### src/rtl/uart_rx.sv
// uart_rx: 8N1 asynchronous receiver with a mid-bit start re-check, framing
// error pulse, break handling and a valid/ack holding register with overrun.
// Bit timing matches uart_tx: one bit lasts TICK+1 clocks.
//
// Output handshake: o_valid is a level that rises when a byte is delivered
// and stays high, with o_dat frozen, until the consumer pulses i_ack while
// o_valid=1. i_ack is ignored while o_valid=0. A delivery in the same cycle
// as i_ack replaces the byte and keeps o_valid high; a delivery while a byte
// is still pending without i_ack overwrites it and raises o_overrun, which
// is cleared by the next plain ack.
module uart_rx #(
  parameter int unsigned TICK = 21
) (
  input  logic       i_clk,
  input  logic       i_reset,
  input  logic       rx,
  output logic [7:0] o_dat,
  output logic       o_valid,
  input  logic       i_ack,
  output logic       o_frame_err,
  output logic       o_overrun,
  output logic       o_busy,
  output logic [2:0] o_dbg_state
);

  localparam logic [8:0] TICK_C = 9'(TICK);
  localparam logic [8:0] HALF_C = 9'(TICK / 2);

  typedef enum logic [2:0] {
    IDLE     = 3'd0,
    START    = 3'd1,
    DATA     = 3'd2,
    STOP     = 3'd3,
    WAITHIGH = 3'd4
  } state_t;

  state_t      state_q, state_d;
  logic        rx_meta_q, rx_meta_d;
  logic        rx_s_q, rx_s_d;
  logic [8:0]  cnt_q, cnt_d;
  logic [2:0]  bit_idx_q, bit_idx_d;
  logic [7:0]  shift_q, shift_d;
  logic [7:0]  dat_q, dat_d;
  logic        valid_q, valid_d;
  logic        frame_err_q, frame_err_d;
  logic        overrun_q, overrun_d;
  logic        busy_q, busy_d;
  logic        deliver;
  logic        rx_s;

  // Only the second synchroniser stage is ever looked at by the FSM.
  assign rx_s = rx_s_q;

  // Next-state logic: synchroniser, frame FSM, counters and holding register.
  always_comb begin
    rx_meta_d   = rx;
    rx_s_d      = rx_meta_q;
    state_d     = state_q;
    cnt_d       = cnt_q + 9'd1;
    bit_idx_d   = bit_idx_q;
    shift_d     = shift_q;
    deliver     = 1'b0;
    frame_err_d = 1'b0;

    case (state_q)
      IDLE: begin
        cnt_d = 9'd0;
        if (!rx_s) begin
          state_d = START;
        end
      end
      START: begin
        // Re-check the line half a bit in; a high level means a glitch.
        if (cnt_q == HALF_C) begin
          cnt_d     = 9'd0;
          bit_idx_d = 3'd0;
          state_d   = rx_s ? IDLE : DATA;
        end
      end
      DATA: begin
        if (cnt_q == TICK_C) begin
          cnt_d   = 9'd0;
          shift_d = {rx_s, shift_q[7:1]};
          if (bit_idx_q == 3'd7) begin
            state_d = STOP;
          end else begin
            bit_idx_d = bit_idx_q + 3'd1;
          end
        end
      end
      STOP: begin
        if (cnt_q == TICK_C) begin
          cnt_d = 9'd0;
          if (rx_s) begin
            deliver = 1'b1;
            state_d = IDLE;
          end else begin
            frame_err_d = 1'b1;
            state_d     = WAITHIGH;
          end
        end
      end
      WAITHIGH: begin
        // A held-low line (break) must not restart reception until it idles.
        cnt_d = 9'd0;
        if (rx_s) begin
          state_d = IDLE;
        end
      end
      default: begin
        cnt_d   = 9'd0;
        state_d = IDLE;
      end
    endcase

    dat_d     = dat_q;
    valid_d   = valid_q;
    overrun_d = overrun_q;
    if (deliver) begin
      dat_d   = shift_q;
      valid_d = 1'b1;
      if (valid_q && !i_ack) begin
        overrun_d = 1'b1;
      end
    end else if (valid_q && i_ack) begin
      valid_d   = 1'b0;
      overrun_d = 1'b0;
    end

    busy_d = (state_d != IDLE);
  end

  // State and output registers; reset wins over everything, even mid-frame.
  always_ff @(posedge i_clk) begin
    if (i_reset) begin
      rx_meta_q   <= 1'b1;
      rx_s_q      <= 1'b1;
      state_q     <= IDLE;
      cnt_q       <= 9'd0;
      bit_idx_q   <= 3'd0;
      shift_q     <= 8'h00;
      dat_q       <= 8'h00;
      valid_q     <= 1'b0;
      frame_err_q <= 1'b0;
      overrun_q   <= 1'b0;
      busy_q      <= 1'b0;
    end else begin
      rx_meta_q   <= rx_meta_d;
      rx_s_q      <= rx_s_d;
      state_q     <= state_d;
      cnt_q       <= cnt_d;
      bit_idx_q   <= bit_idx_d;
      shift_q     <= shift_d;
      dat_q       <= dat_d;
      valid_q     <= valid_d;
      frame_err_q <= frame_err_d;
      overrun_q   <= overrun_d;
      busy_q      <= busy_d;
    end
  end

  assign o_dat       = dat_q;
  assign o_valid     = valid_q;
  assign o_frame_err = frame_err_q;
  assign o_overrun   = overrun_q;
  assign o_busy      = busy_q;
  assign o_dbg_state = state_q;

endmodule

### config.mk
export PLATFORM = sky130hd
export DESIGN_NAME = uart_rx
export DESIGN_NICKNAME = d
export VERILOG_FILES = /design/src/rtl/uart_rx.sv
export SDC_FILE = /design/constraint.sdc
export NUM_CORES = 1
export LEC_CHECK = 0
export ABC_AREA = 1
export CAP_MARGIN = 10
export CORE_AREA = 2 2 56 58
export DETAILED_ROUTE_END_ITERATION = 6
export DIE_AREA = 0 0 58 60
export DONT_BUFFER_PORTS = 1
export PLACE_DENSITY_LB_ADDON = 0.05
export SYNTH_ARGS = -nofsm -noshare
export SYNTH_HDL_FRONTEND = slang
export SYNTH_SLANG_ARGS = --single-unit
### constraint.sdc
create_clock -name i_clk -period 1.45 [get_ports i_clk]
set_input_delay 0.145 -clock i_clk [delete_from_list [all_inputs] [get_ports i_clk]]
set_output_delay 0.145 -clock i_clk [all_outputs]
set_load 0.05 [all_outputs]
# == Yosys cells after proc, flatten, opt, wreduce, memory -nomap -nowiden ==
# Cells that the tools add are included.
# word_totals
mem_bits_ro,0
mem_bits_rw,0
mem_count,0
word_cells,62
output_inout_bits,15
regBits,37
latch_bits,0
inputBits,4
# classes
eq_ne,11
magnitude_cmp,0
n_reduce_logical,12
div_mod_pow,0
addsub,2
mul,0
shifts,0
bitwise,2
muxes,24
# op_table
cell,n
$mux 3,10
$mux 9,2
$pmux 9 s2,1
$pmux 3 s5,1
$add 9x1->9 const B,1
$eq 9x4->1 const B,1
$eq 9x5->1 const B,1
$mux 1,8
$eq 3x2->1 const B,2
$eq 3x3->1 const B,2
$ne 2x2->1 const B,3
$pmux 3 s2,1
$reduce_and 2->1,2
$reduce_and 4->1,1
$reduce_bool 2->1,2
$add 3x1->3 const B,1
$eq 3x1->1 const B,1
$logic_not 3->1,1
$reduce_bool 3->1,1
$reduce_or 3->1,1
$logic_and 1x1->1,2
$mux 2,1
$ne 2x1->1 const B,1
$not 1->1,2
other kinds (2),2

# == Longest topological paths before layout ==
# Gate-level depths: netlist of run 1.
# logic_depth
word_depth,5
depth_mapped,11
ltp_nobuf,11

# == Worst setup path after synthesis of run 1 ==
# No wires, ideal clock.
# synth_timing
path_type,register to register
from,"register state_q[1], in the netlist o_dbg_state[1]"
to,"register busy_q, in the netlist o_busy"
stages_incl_launch_ff,9
arrival_ns,1.502
setup_time_ns,0.059
path_buffers,0
setup_slack_ns,-0.111
required_ns,1.391
synth_period_minus_slack_ns,1.561
cell_sequence,dfxtp_1 > nand2_1 > nor2_4 > nand3_4 > clkinv_2 > nand2_1 > nand2_1 > nand2_1 > nand2_1
# synth_via
elab_chain_cells,4
word_cells_on_any_way,13
# synth_lines
item,line_no,text
from (decl),37,"state_t state_q, state_d;"
from (signal assigned),150,state_q <= state_d;
$mux 3,84,if (bit_idx_q == 3'd7) begin
$mux 3,81,if (cnt_q == TICK_C) begin
$pmux 3 s5 (*),65,case (state_q)
$reduce_bool 3->1 (*),130,busy_d = (state_d != IDLE);
to (signal assigned),158,busy_q <= busy_d;
to (decl),47,"logic busy_q, busy_d;"
# Every way passes the cells marked *; elsewhere a longest branch is shown, timed or not.
# A chain may end at the register's enable or synchronous reset.

# == Worst setup path after layout of run 1 ==
# layout_timing
from,register cnt_q[1]
to,"register dat_q[0], in the netlist o_dat[0]"
# layout_via
elab_chain_cells,3
# layout_lines
item,line_no,text
from (decl),40,"logic [8:0] cnt_q, cnt_d;"
from (signal assigned),151,cnt_q <= cnt_d;
$eq 9x5->1,92,if (cnt_q == TICK_C) begin
$mux 1,92,
$mux 1,65,
to (signal assigned),154,dat_q <= dat_d;
to (decl),43,"logic [7:0] dat_q, dat_d;"
# No other way between the ends.

==> results of run 1 <==
## timing repair
action,4_1_cts,5_1_grt
resized for setup,3,21
setup endpoints to repair,5,32
hold buffers,2,0
hold endpoints to repair,14,0
setup buffers,0,1
pin swaps,2,12
gates cloned,1,0
## worst max-delay path: cells and delay by family (launching register included)
family | cells | cell delay (ns)
buf+inv | 2 | 0.23
simple gates | 5 | 0.57
fa+ha+maj | 1 | 0.13
flops | 1 | 0.36
## power by group
group / switching, mW / internal (mW) / total [mW]
clock network: 0.345 / 0.185 / 0.530
registers: 0.0132 / 1.03 / 1.04
logic: 0.0537 / 0.0308 / 0.0846
## worst min-delay path by stage
stage	endpoint	cells after the start	start	slack [ns]
global route	o_valid	3	i_ack	0.002
detailed placement	o_dbg_state[2]	1	i_reset	0.22
floorplan	rx_meta_q	1	rx	0.25
finish	o_valid	3	i_ack	0.007
CTS	o_valid	3	i_ack	0.003
global placement	o_dbg_state[2]	1	i_reset	0.21
## stage by stage
stage	hold WS (ns)	std cells	worst slack (ns)	power [mW]	cell area (sq um)
after floorplan	0.2488	222	0.1137	1.116	1670
after global placement	0.2149	272	0.06657	1.127	1847
after detailed placement	0.2154	272	-0.009005	1.131	1847
after CTS	0.003231	283	0.01041	1.663	1937
after global routing	0.002307	284	-0.05093	1.725	2021
final	0.007462	284	0.05631	1.654	2021
## synth_stat cells
library cell	instances
sky130_fd_sc_hd__nand2_2	3
sky130_fd_sc_hd__nor2_2	3
sky130_fd_sc_hd__o21a_1	1
sky130_fd_sc_hd__ha_1	5
sky130_fd_sc_hd__nor3_1	4
sky130_fd_sc_hd__inv_2	5
sky130_fd_sc_hd__nor3b_2	3
sky130_fd_sc_hd__xnor2_1	1
sky130_fd_sc_hd__inv_1	17
sky130_fd_sc_hd__o21ai_1	4
sky130_fd_sc_hd__o21ai_0	6
sky130_fd_sc_hd__nand2_1	50
sky130_fd_sc_hd__or2_2	3
sky130_fd_sc_hd__nand3_4	1
sky130_fd_sc_hd__clkinv_2	1
sky130_fd_sc_hd__nand4_1	4
sky130_fd_sc_hd__nor2_4	5
sky130_fd_sc_hd__nand3_2	1
sky130_fd_sc_hd__nand2_4	1
sky130_fd_sc_hd__a21oi_1	13
sky130_fd_sc_hd__xor2_1	1
sky130_fd_sc_hd__nor3_2	1
sky130_fd_sc_hd__dfxtp_1	37
sky130_fd_sc_hd__clkbuf_1	2
sky130_fd_sc_hd__nor2_1	43
sky130_fd_sc_hd__nand3_1	7
## state kept, by name, indices dropped and copies added (netlist names)
signal	flops
rx_meta_q	1
bit_idx_q	3
cnt_q	9
o_dat	8
shift_q	8
o_dbg_state	3
o_overrun	1
o_frame_err	1
o_busy	1
rx_s	1
o_valid	1
## cell families after synthesis
logic type                 share of synthesized area
and+or+nand+nor                               0.3769
DFF                                           0.4444
buffers and inverters                        0.05706
AOI/OAI and AO/OA                            0.07358
adders and majority gates                    0.03754
xor gates and xnor gates                     0.01051
## layout make-up
cell class	instances	share of cell area
Multi-Input combinational cell	161	0.4514
Sequential cell	37	0.3715
Timing Repair Buffer	22	0.08793
Inverter	23	0.04334
Clock buffer	6	0.02043
Tap cell	33	0.02043
Clock inverter	2	0.004954
## cells in the final DEF, fill, tap and decap left out, drive strengths merged
cell type and n:
clkbuf 6, nor2 52, o21a 1, clkinv 3, dfxtp 37, dlygate4sd3 2
o21ai 10, inv 22, or2 3, nand4 4, xor2 1, nor3 5
a21oi 13, ha 5, buf 20, xnor2 1, nand2 54, nand3 9
nor3b 3
## routing by layer
metal	global-route usage	wire length [microns]
met1	0.2534	1462
met2	0.4269	1962
met3	0.06926	154
met4	0.1196	95
met5	0	0
==> summary.md, run 1 <==
| Metric | Value |
|---|---|
| Outcome | `completed` |
| Starting DRT DRC Count | `51` |
| Initial Utilization | `0.5741` |
| Final Wtd Congestion | `0.8075` |
| Antenna diode count | `0` |
| Total count of hold-check failures in the final report | `0` |
| Footprint of the multi-input gates | `912.1 sq um` |
| Maximum level of the CTS H-tree | `2` |
| Antenna violations before repair | `0` |
| Average instance area after synthesis | `approximately 7.5 sq um` |
| Syn nets | `~230` |
| Power density cells | `a little over 800 mW/mm^2` |
| Full die area | `around 0.0035 sq mm` |
| Final setup violation count | `0` |
| Max Clock Freq | `around 0.7 GHz` |
| Synthesized instance count | `around 220` |
| Critical-path maximum fanout | `9` |
| TritonCTS Buffers | `5` |
| Pin count of the biggest net entering global routing | `15` |
| Fraction of the yosys area taken by sequential cells | `0.4444` |
| CTS tree | `yes` |
| CP startpoint | `cnt_q[1]` |
| Total Routing Usage GR | `0.2376` |
| Reg2Reg Setup Slack | `0.06 ns` |
| Routed via count | `between 1k and 1.5k` |
| Share of final-layout standard cells stronger than drive strength 1 | `0.2908` |
| Core area | `approximately 0.0029 sq mm` |
| Synth cell types | `26` |
| Netlist area before placement | `0.001667 sq mm` |
| Top cell type's share of synthesized area | `0.4444` |
| Fraction of the cycle the final worst path needs | `0.9612` |
| Worst reg2reg path startpoint | `cnt_q[1]` |
| Destination of the critical timing path | `o_dat[0]` |
| Net count, final | `259` |
| Fillcell total | `roughly 250` |
| Post-route ant nets | `0` |
| Post-detailed-route via-to-cell ratio | `about 5.2` |
| Reg-to-reg endpoint | `o_dat[0]` |
| Post-layout minimum cycle time | `between 1 and 1.5 ns` |
| Max capacitance violation total | `0` |
| Residual DRC | `0` |
| Data required time of the critical path | `around 1.7 ns` |
| Overflow left after global routing | `0` |
| Number of port buffers | `0` |
| P&R area growth vs syn | `21.25%` |
| Number of sinks driven by the clock tree | `37` |
| Cell repeated most along the worst path | `sky130_fd_sc_hd__nor2_1` |
| Horizontal die dimension | `58 microns` |
| Die boundary height | `roughly 60 microns` |
| Setup TNS | `0 ns` |
| Path type of the worst setup path | `register to register` |
| Vias in the first global route | `~1.4k` |
| Post-synthesis register bit count | `37` |
| Cell count of the worst reg-to-reg path | `8` |
| Worst Max-Slew Pin Slew | `around 0.53 ns` |
| Final wirelength | `approximately 3.7 mm` |
| Wire length of the first global-routing pass | `6.030 mm` |
| RSZ-0062 raised after global routing | `yes` |
| Number of ports placed on the die boundary | `19` |
| Max transition margin | `0.6447` |
| Endpoint class of the critical path | `register` |
| Cell breakdown of the critical path | `inv_2 -> ha_4 -> nand4_1 -> nor2_2 -> nand3_1 -> buf_6 -> nor2_1 -> nor2_1` |
| Yosys top cell by area | `sky130_fd_sc_hd__dfxtp_1` |
| Kind of launch point of the worst setup path | `register` |
| Slowest cell on crit path | `sky130_fd_sc_hd__dfxtp_2` |
| Area used by sequential logic in the layout | `750.7 sq um` |
| Worst vdd rail ir drop | `between 0.8 and 0.9 mV` |
| Worst path arrival time | `roughly 1.6 ns` |
| Worst Clk Skew | `about 0.013 ns` |
| Detailed Routing Iterations Pass 1 | `4` |
| Cells taking the most area after synthesis | `sky130_fd_sc_hd__dfxtp_1, sky130_fd_sc_hd__nand2_1, sky130_fd_sc_hd__nor2_1` |
| Number of rows in the core area | `20` |
| Leakage power | `0.8776 nW` |
| Drt wl/cell | `around 13 microns` |
| Worst hold-check path type | `input pin to register` |
| CTS clock-pin slew for the worst setup and hold paths | `roughly 0.11 ns` |
| Core Util, Final | `0.6961` |
| Detailed placer's ending HPWL | `between 2 and 3 mm` |
| Largest incremental delay on the critical path | `around 0.36 ns` |
| Final Slew Violations | `0` |
| Root cell of the clock tree | `sky130_fd_sc_hd__clkbuf_4` |
| Maximum buffer depth of the clock tree | `2` |
| Clock latency of the later-clocked register in the worst-skew pair | `roughly 0.35 ns` |
| Synth Warn # | `0` |
Power figures use the tool's default switching activity.
==> run 2, diff against run 1 <==
CAP_MARGIN = 20   (was 10)
==> results of run 2 <==
The final DEF is identical to that of run 1; final timing and power are the same.
==> RTL edit 1 (config.mk and constraints of run 2) <==
Reset style: asynchronous (`i_reset`), changed in one clocked block.
--- a/src/rtl/uart_rx.sv
+++ b/src/rtl/uart_rx.sv
@@ -132,5 +132,5 @@
 
   // State and output registers; reset wins over everything, even mid-frame.
-  always_ff @(posedge i_clk) begin
+  always_ff @(posedge i_clk or posedge i_reset) begin
     if (i_reset) begin
       rx_meta_q   <= 1'b1;
Behaviour: differs if i_reset is asserted again (counterexample within 4 cycles, from zero or initial values and one cycle with i_reset high); with i_reset held inactive, the same outputs for 10 cycles.
==> RTL edit 1 against run 2 <==
  * The flow now finishes with violations (negative setup slack)
  * Sequential cell count stayed put
  * Worst hold slack lost 0.00064 ns
  * Cell area increased by 12%
  * Routed wire length down 1.3%
  * Area after synthesis is 13% higher
  * Die area is the same
  * Utilization up 8.1 points
  * Worst setup slack worse by 0.067 ns
  * Global-route usage shrank 1.2 points
  * Critical path type unchanged
Power is not compared: it rests on default switching activity, and its combinational part moved more than twofold at a synthesized area within 25%.
==> RTL edit 1: results (changes against run 2) <==
Run status
  • Outcome: complete, but fails checks (was finished clean)
  • Failing checks: negative setup slack

Global routing
  • Met1 Track Usage GR: 0.2686 (was 0.2534)
  • GRT Util Overall: 0.2253 (was 0.2376)
  • Met3 routing resource usage after global routing: 0.06710 (was 0.06926)
  • Global-route wire length before repair: 5851 um (was 6030 um)
  • Pin count of the biggest net entering global routing: 38 (was 15)
  • Vias in the first global route: 1403 (was 1423)

Drt
  • Metal-1 WL: 1529 um (was 1462 um)
  • Metal2 WL: 1866 um (was 1962 um)
  • Routed length on met3: 144 um (was 154 um)
  • Per-cell routed wire length: 13.73 um (was 12.94 um)
  • DR vias/cell: 5.409 (was 5.204)

Setup path
  • Worst Reg2Reg Path Length in Cells: 7 (was 8)
  • Reg-to-reg critical path endpoint: o_dat[3] (was o_dat[0])
  • Critical Path Fanout Max: 18 (was 9)
  • Arr. time, crit path: 1.71 ns (was 1.64 ns)

Logic synthesis
  • Largest cells by area after synthesis: dfrtp_1 46%, nand2_1 10%, o21ai_2 7.4%, inv_1 5.8%, nand3_1 4.0% (was dfxtp_1 44%, nand2_1 11%, nor2_1 9.7%, a21oi_1 3.9%, inv_1 3.8%)
  • Number of nets produced by synthesis: 216 (was 231)
  • Count of cell types in the netlist: 24 (was 26)
  • Proportion of synthesized flip-flops having asynchronous set or reset: 1.000 (was 0)
  • Commonest cells post-synth: 51 x nand2_1, 35 x dfrtp_1, 29 x inv_1, 16 x o21ai_2, 15 x nand3_1 (was 50 x nand2_1, 43 x nor2_1, 37 x dfxtp_1, 17 x inv_1, 13 x a21oi_1)
  • Primary flip-flop cell chosen by synthesis mapping: dfrtp_1 (was dfxtp_1)
  • Synth Area per Inst: 9.115 um^2 (was 7.507 um^2)

Place
  • Cell count after placement: 249 (was 272)
  • Routability-driven placement congestion ratio: 0.8383 (was 0.8075)
  • Dpl ws: -0.08828 ns (was -0.009005 ns)
  • Cell Area, Placed: 0.001997 mm^2 (was 0.001847 mm^2)
  • Placed wire-length estimate: 2469 um (was 2590 um)

Timing
  • Setup violators final: 3 (was 0)
  • Setup TNS after final layout: -0.01777 ns (was 0 ns)
  • Post-layout worst setup margin: -0.01076 ns (was 0.05631 ns)
  • Slew at the pin with the worst max-slew slack: 0.4726 ns (was 0.5312 ns)

Cells and area
  • Proportion of layout cells with a drive suffix above 1: 0.3723 (was 0.2908)
  • Number of fill cells: 184 (was 245)
  • Number of nets at the end of the flow: 239 (was 259)

CTS
  • Hold_buf cts: 3 (was 2)
  • Number of cells upsized or downsized after cts: 1 (was 3)
-- RTL edit 1: area by class of cell --
cell class,count,area (um^2),share of cell area
clock buffer,6,51.30,0.02274
clock inverter,2,37.54,0.01664
inverter,33,123.9,0.05491
multi-input combinational,133,887.1,0.3932
sequential,37,932.1,0.4132
tap,33,41.29,0.01830
timing repair buffer,20,182.7,0.08098
-- RTL edit 1: kinds of logic after synthesis --
kind of cell | after synthesis | share of synthesized area
flops | 37 | 0.4920
simple gates | 94 | 0.2387
fa+ha+maj | 5 | 0.03316
compound gates | 29 | 0.1233
xor+xnor | 5 | 0.02321
buf+inv | 37 | 0.08952
-- RTL edit 1: worst min-delay path by stage --
stage               start   endpoint  slack [ns]  depth (start not counted)
floorplan              rx  rx_meta_q        0.15                          0
detailed placement     rx  rx_meta_q        0.15                          0
finish              i_ack  o_overrun       0.007                          3
global placement       rx  rx_meta_q        0.15                          0
CTS                 i_ack  o_overrun       0.002                          3
global route        i_ack  o_overrun        0.01                          3
==> RTL edit 2 (config.mk and constraints of run 2) <==
Without the edit above. Set the parameter `TICK` to 16 (it was 21).
--- a/src/rtl/uart_rx.sv
+++ b/src/rtl/uart_rx.sv
@@ -10,5 +10,5 @@
 // is cleared by the next plain ack.
 module uart_rx #(
-  parameter int unsigned TICK = 21
+  parameter int unsigned TICK = 16
 ) (
   input  logic       i_clk,
Behaviour: same outputs for any inputs over 10 cycles, from zero or initial values and one cycle with i_reset high; that may be too few to reach the edited logic, so the function may still have changed.
==> RTL edit 2 against run 2 <==
  * Worst setup slack got worse by 0.040 ns
  * Cell area increased by 0.62%
  * Sequential share of layout area decreased by 0.41 points
  * Synthesized cell count decreased by 3.2%
  * Routed wire length decreased by 11%
  * Clock skew decreased by 0.0036 ns
  * Combinational power increased by 15%
  * Sequential cell count unchanged
  * Power increased by 1.3%
  * Area after synthesis increased by 2.4%
  * Critical path depth increased by 1
  * Critical path type unchanged
  * Critical endpoint is now o_dat[7]
  * Largest cell class unchanged
==> RTL edit 2: results (changes against run 2) <==
Run status
  • Outcome: finished clean (unchanged)

Global routing
  • Vias in the first global route: 1254 (was 1423)
  • GRT Util Overall: 0.1970 (was 0.2376)
  • Initial antenna violation count: 0 (unchanged)
  • Global-route wire length before repair: 5106 um (was 6030 um)
  • Pin count of the biggest net entering global routing: 17 (was 15)

Logic synthesis
  • Primary flip-flop cell chosen by synthesis mapping: dfxtp_1 (unchanged)
  • Commonest cells post-synth: 37 x dfxtp_1, 29 x nor2_1, 26 x nand2_1, 25 x inv_1, 17 x a21oi_1 (was 50 x nand2_1, 43 x nor2_1, 37 x dfxtp_1, 17 x inv_1, 13 x a21oi_1)
  • Largest cells by area after synthesis: dfxtp_1 43%, nor2_1 6.4%, nand2_1 5.7%, inv_1 5.5%, a21oi_1 5.0% (was dfxtp_1 44%, nand2_1 11%, nor2_1 9.7%, a21oi_1 3.9%, inv_1 3.8%)
  • Share of the yosys chip area belonging to registers: 0.4340 (was 0.4444)
  • Synth Area per Inst: 7.938 um^2 (was 7.507 um^2)
  • Portion of synthesized cell area occupied by the leading cell type: 0.4340 (was 0.4444)
  • Number of nets produced by synthesis: 223 (was 231)
  • Synthesis warning total: 0 (unchanged)
  • Proportion of synthesized flip-flops having asynchronous set or reset: 0 (unchanged)
  • Count of cell types in the netlist: 28 (was 26)

Timing
  • Slew at the pin with the worst max-slew slack: 0.5125 ns (was 0.5312 ns)
  • Maximum clock skew at final layout: 0.009119 ns (was 0.01271 ns)

Place
  • Cell Area, Placed: 0.001804 mm^2 (was 0.001847 mm^2)
  • Cell count after placement: 255 (was 272)
  • Placed wire-length estimate: 2139 um (was 2590 um)
  • Number of buffers inserted by port buffering: 0 (unchanged)
  • Routability-driven placement congestion ratio: 0.7815 (was 0.8075)

Drt
  • Per-cell routed wire length: 11.81 um (was 12.94 um)
  • Routed via count: 1416 (was 1478)
  • Drt first pass iters: 5 (was 4)
  • DR vias/cell: 5.112 (was 5.204)
  • DRC violation total after the first TritonRoute iteration: 51 (unchanged)

CTS
  • Clock latency on the worst-skew pair: 0.36 ns
  • Maximum root-to-sink buffer count: 2 (unchanged)
  • Number of levels the H-tree was split into: 2 (unchanged)
  • CTS Buf Count: 5 (unchanged)
  • CTS Root Buffer Type: clkbuf_4 (unchanged)
  • Clock transition time at the flip-flop clock pins of the worst setup and hold paths: 0.11 ns (about the same)

Pwr
  • Maximum vdd ir drop: 0.0005804 V (was 0.0008359 V)
  • Static leakage: 0.8256 nW (was 0.8776 nW)

Cells and area
  • Number of fill cells: 241 (was 245)
  • Largest register by flop count: cnt_q (unchanged)
  • Proportion of layout cells with a drive suffix above 1: 0.3607 (was 0.2908)
  • Number of nets at the end of the flow: 251 (was 259)
  • Max reg flops: 9 (unchanged)
  • Antenna diode count: 0 (unchanged)

Setup path
  • Arr. time, crit path: 1.69 ns (was 1.64 ns)
  • Largest delay contributor family on the critical path: simple AND/OR/NAND/NOR gates (unchanged)
  • CP peak stage delay: 0.36 ns (about the same)
  • Critical Path Fanout Max: 7 (was 9)
  • CP max stage cell: dfxtp_2 (unchanged)

Hold path
  • Hold WC Path Type: input port to register (unchanged)
-- RTL edit 2: repair_timing --
item | CTS | global route
resized for setup | 2 | 24
hold endpoints to repair | 5 | 0
hold buffers | 3 | 0
setup buffers | 1 | 8
pin swaps | 0 | 11
setup endpoints to repair | 6 | 30
cloned | 0 | 2
-- RTL edit 2: cell families after synthesis --
logic type / Yosys count / share of synthesized area
AND/OR/NAND/NOR: 99 / 0.3196
buffers and inverters: 37 / 0.09017
flip-flops: 37 / 0.4340
AO/OA/AOI/OAI: 36 / 0.1166
adder cells (fa/ha/maj): 4 / 0.02933
XOR/XNOR: 2 / 0.01027
-- RTL edit 2: tightest hold or removal path, cell delays in order --
cell and delay (ns):
inv_1 0.15, nand2_1 0.12, inv_1 0.03
-- RTL edit 2: through the flow --
| stage | utilization | TNS [ns] | hold WS, ns | worst slack (ns) |
|---|---|---|---|---|
| 6_report | 0.7004 | 0 | 0.1204 | 0.01589 |
| 5_1_grt | 0.7004 | -0.7744 | 0.1432 | -0.1183 |
| 4_1_cts | 0.6543 | 0 | 0.1012 | 0.001168 |
| 3_5_place_dp | 0.6216 | 0 | 0.2194 | 0.01042 |
| 3_3_place_gp | 0.6216 | 0 | 0.2168 | 0.05448 |
| 2_1_floorplan | - | 0 | 0.2141 | 0.1302 |
-- RTL edit 2: path summary, 6_finish.rpt --
path              slack, ns  startpoint              to  cells past startpoint
setup / recovery       0.02    cnt_q[0]        o_dat[7]                      9
setup reg to reg       0.02    cnt_q[0]        o_dat[7]                      9
hold / removal         0.12     i_reset  o_dbg_state[1]                      3
hold reg to reg        0.42   rx_meta_q            rx_s                      1
-- RTL edit 2: power breakdown --
group	switching (mW)	internal [mW]
combinational	0.0581	0.0390
sequential	0.0154	1.03
clock	0.350	0.185
-- RTL edit 2: final cells by class --
class                           instances  area (um^2)  share of cell area
Tap cell                               33        41.29             0.02031
Inverter                               33        123.9             0.06092
Clock buffer                            6        41.29             0.02031
Timing Repair Buffer                   23        183.9             0.09046
Clock inverter                          2        10.01            0.004923
Sequential cell                        37        747.0              0.3674
Multi-Input combinational cell        143        885.9              0.4357
-- RTL edit 2: metal layers --
metal  up-vias  track usage  wire length, um
met4         0      0.09967               76
met5         -            0                0
li1        743            -                -
met3        10      0.05844              156
met1       637       0.2105             1429
met2        26       0.3523             1610
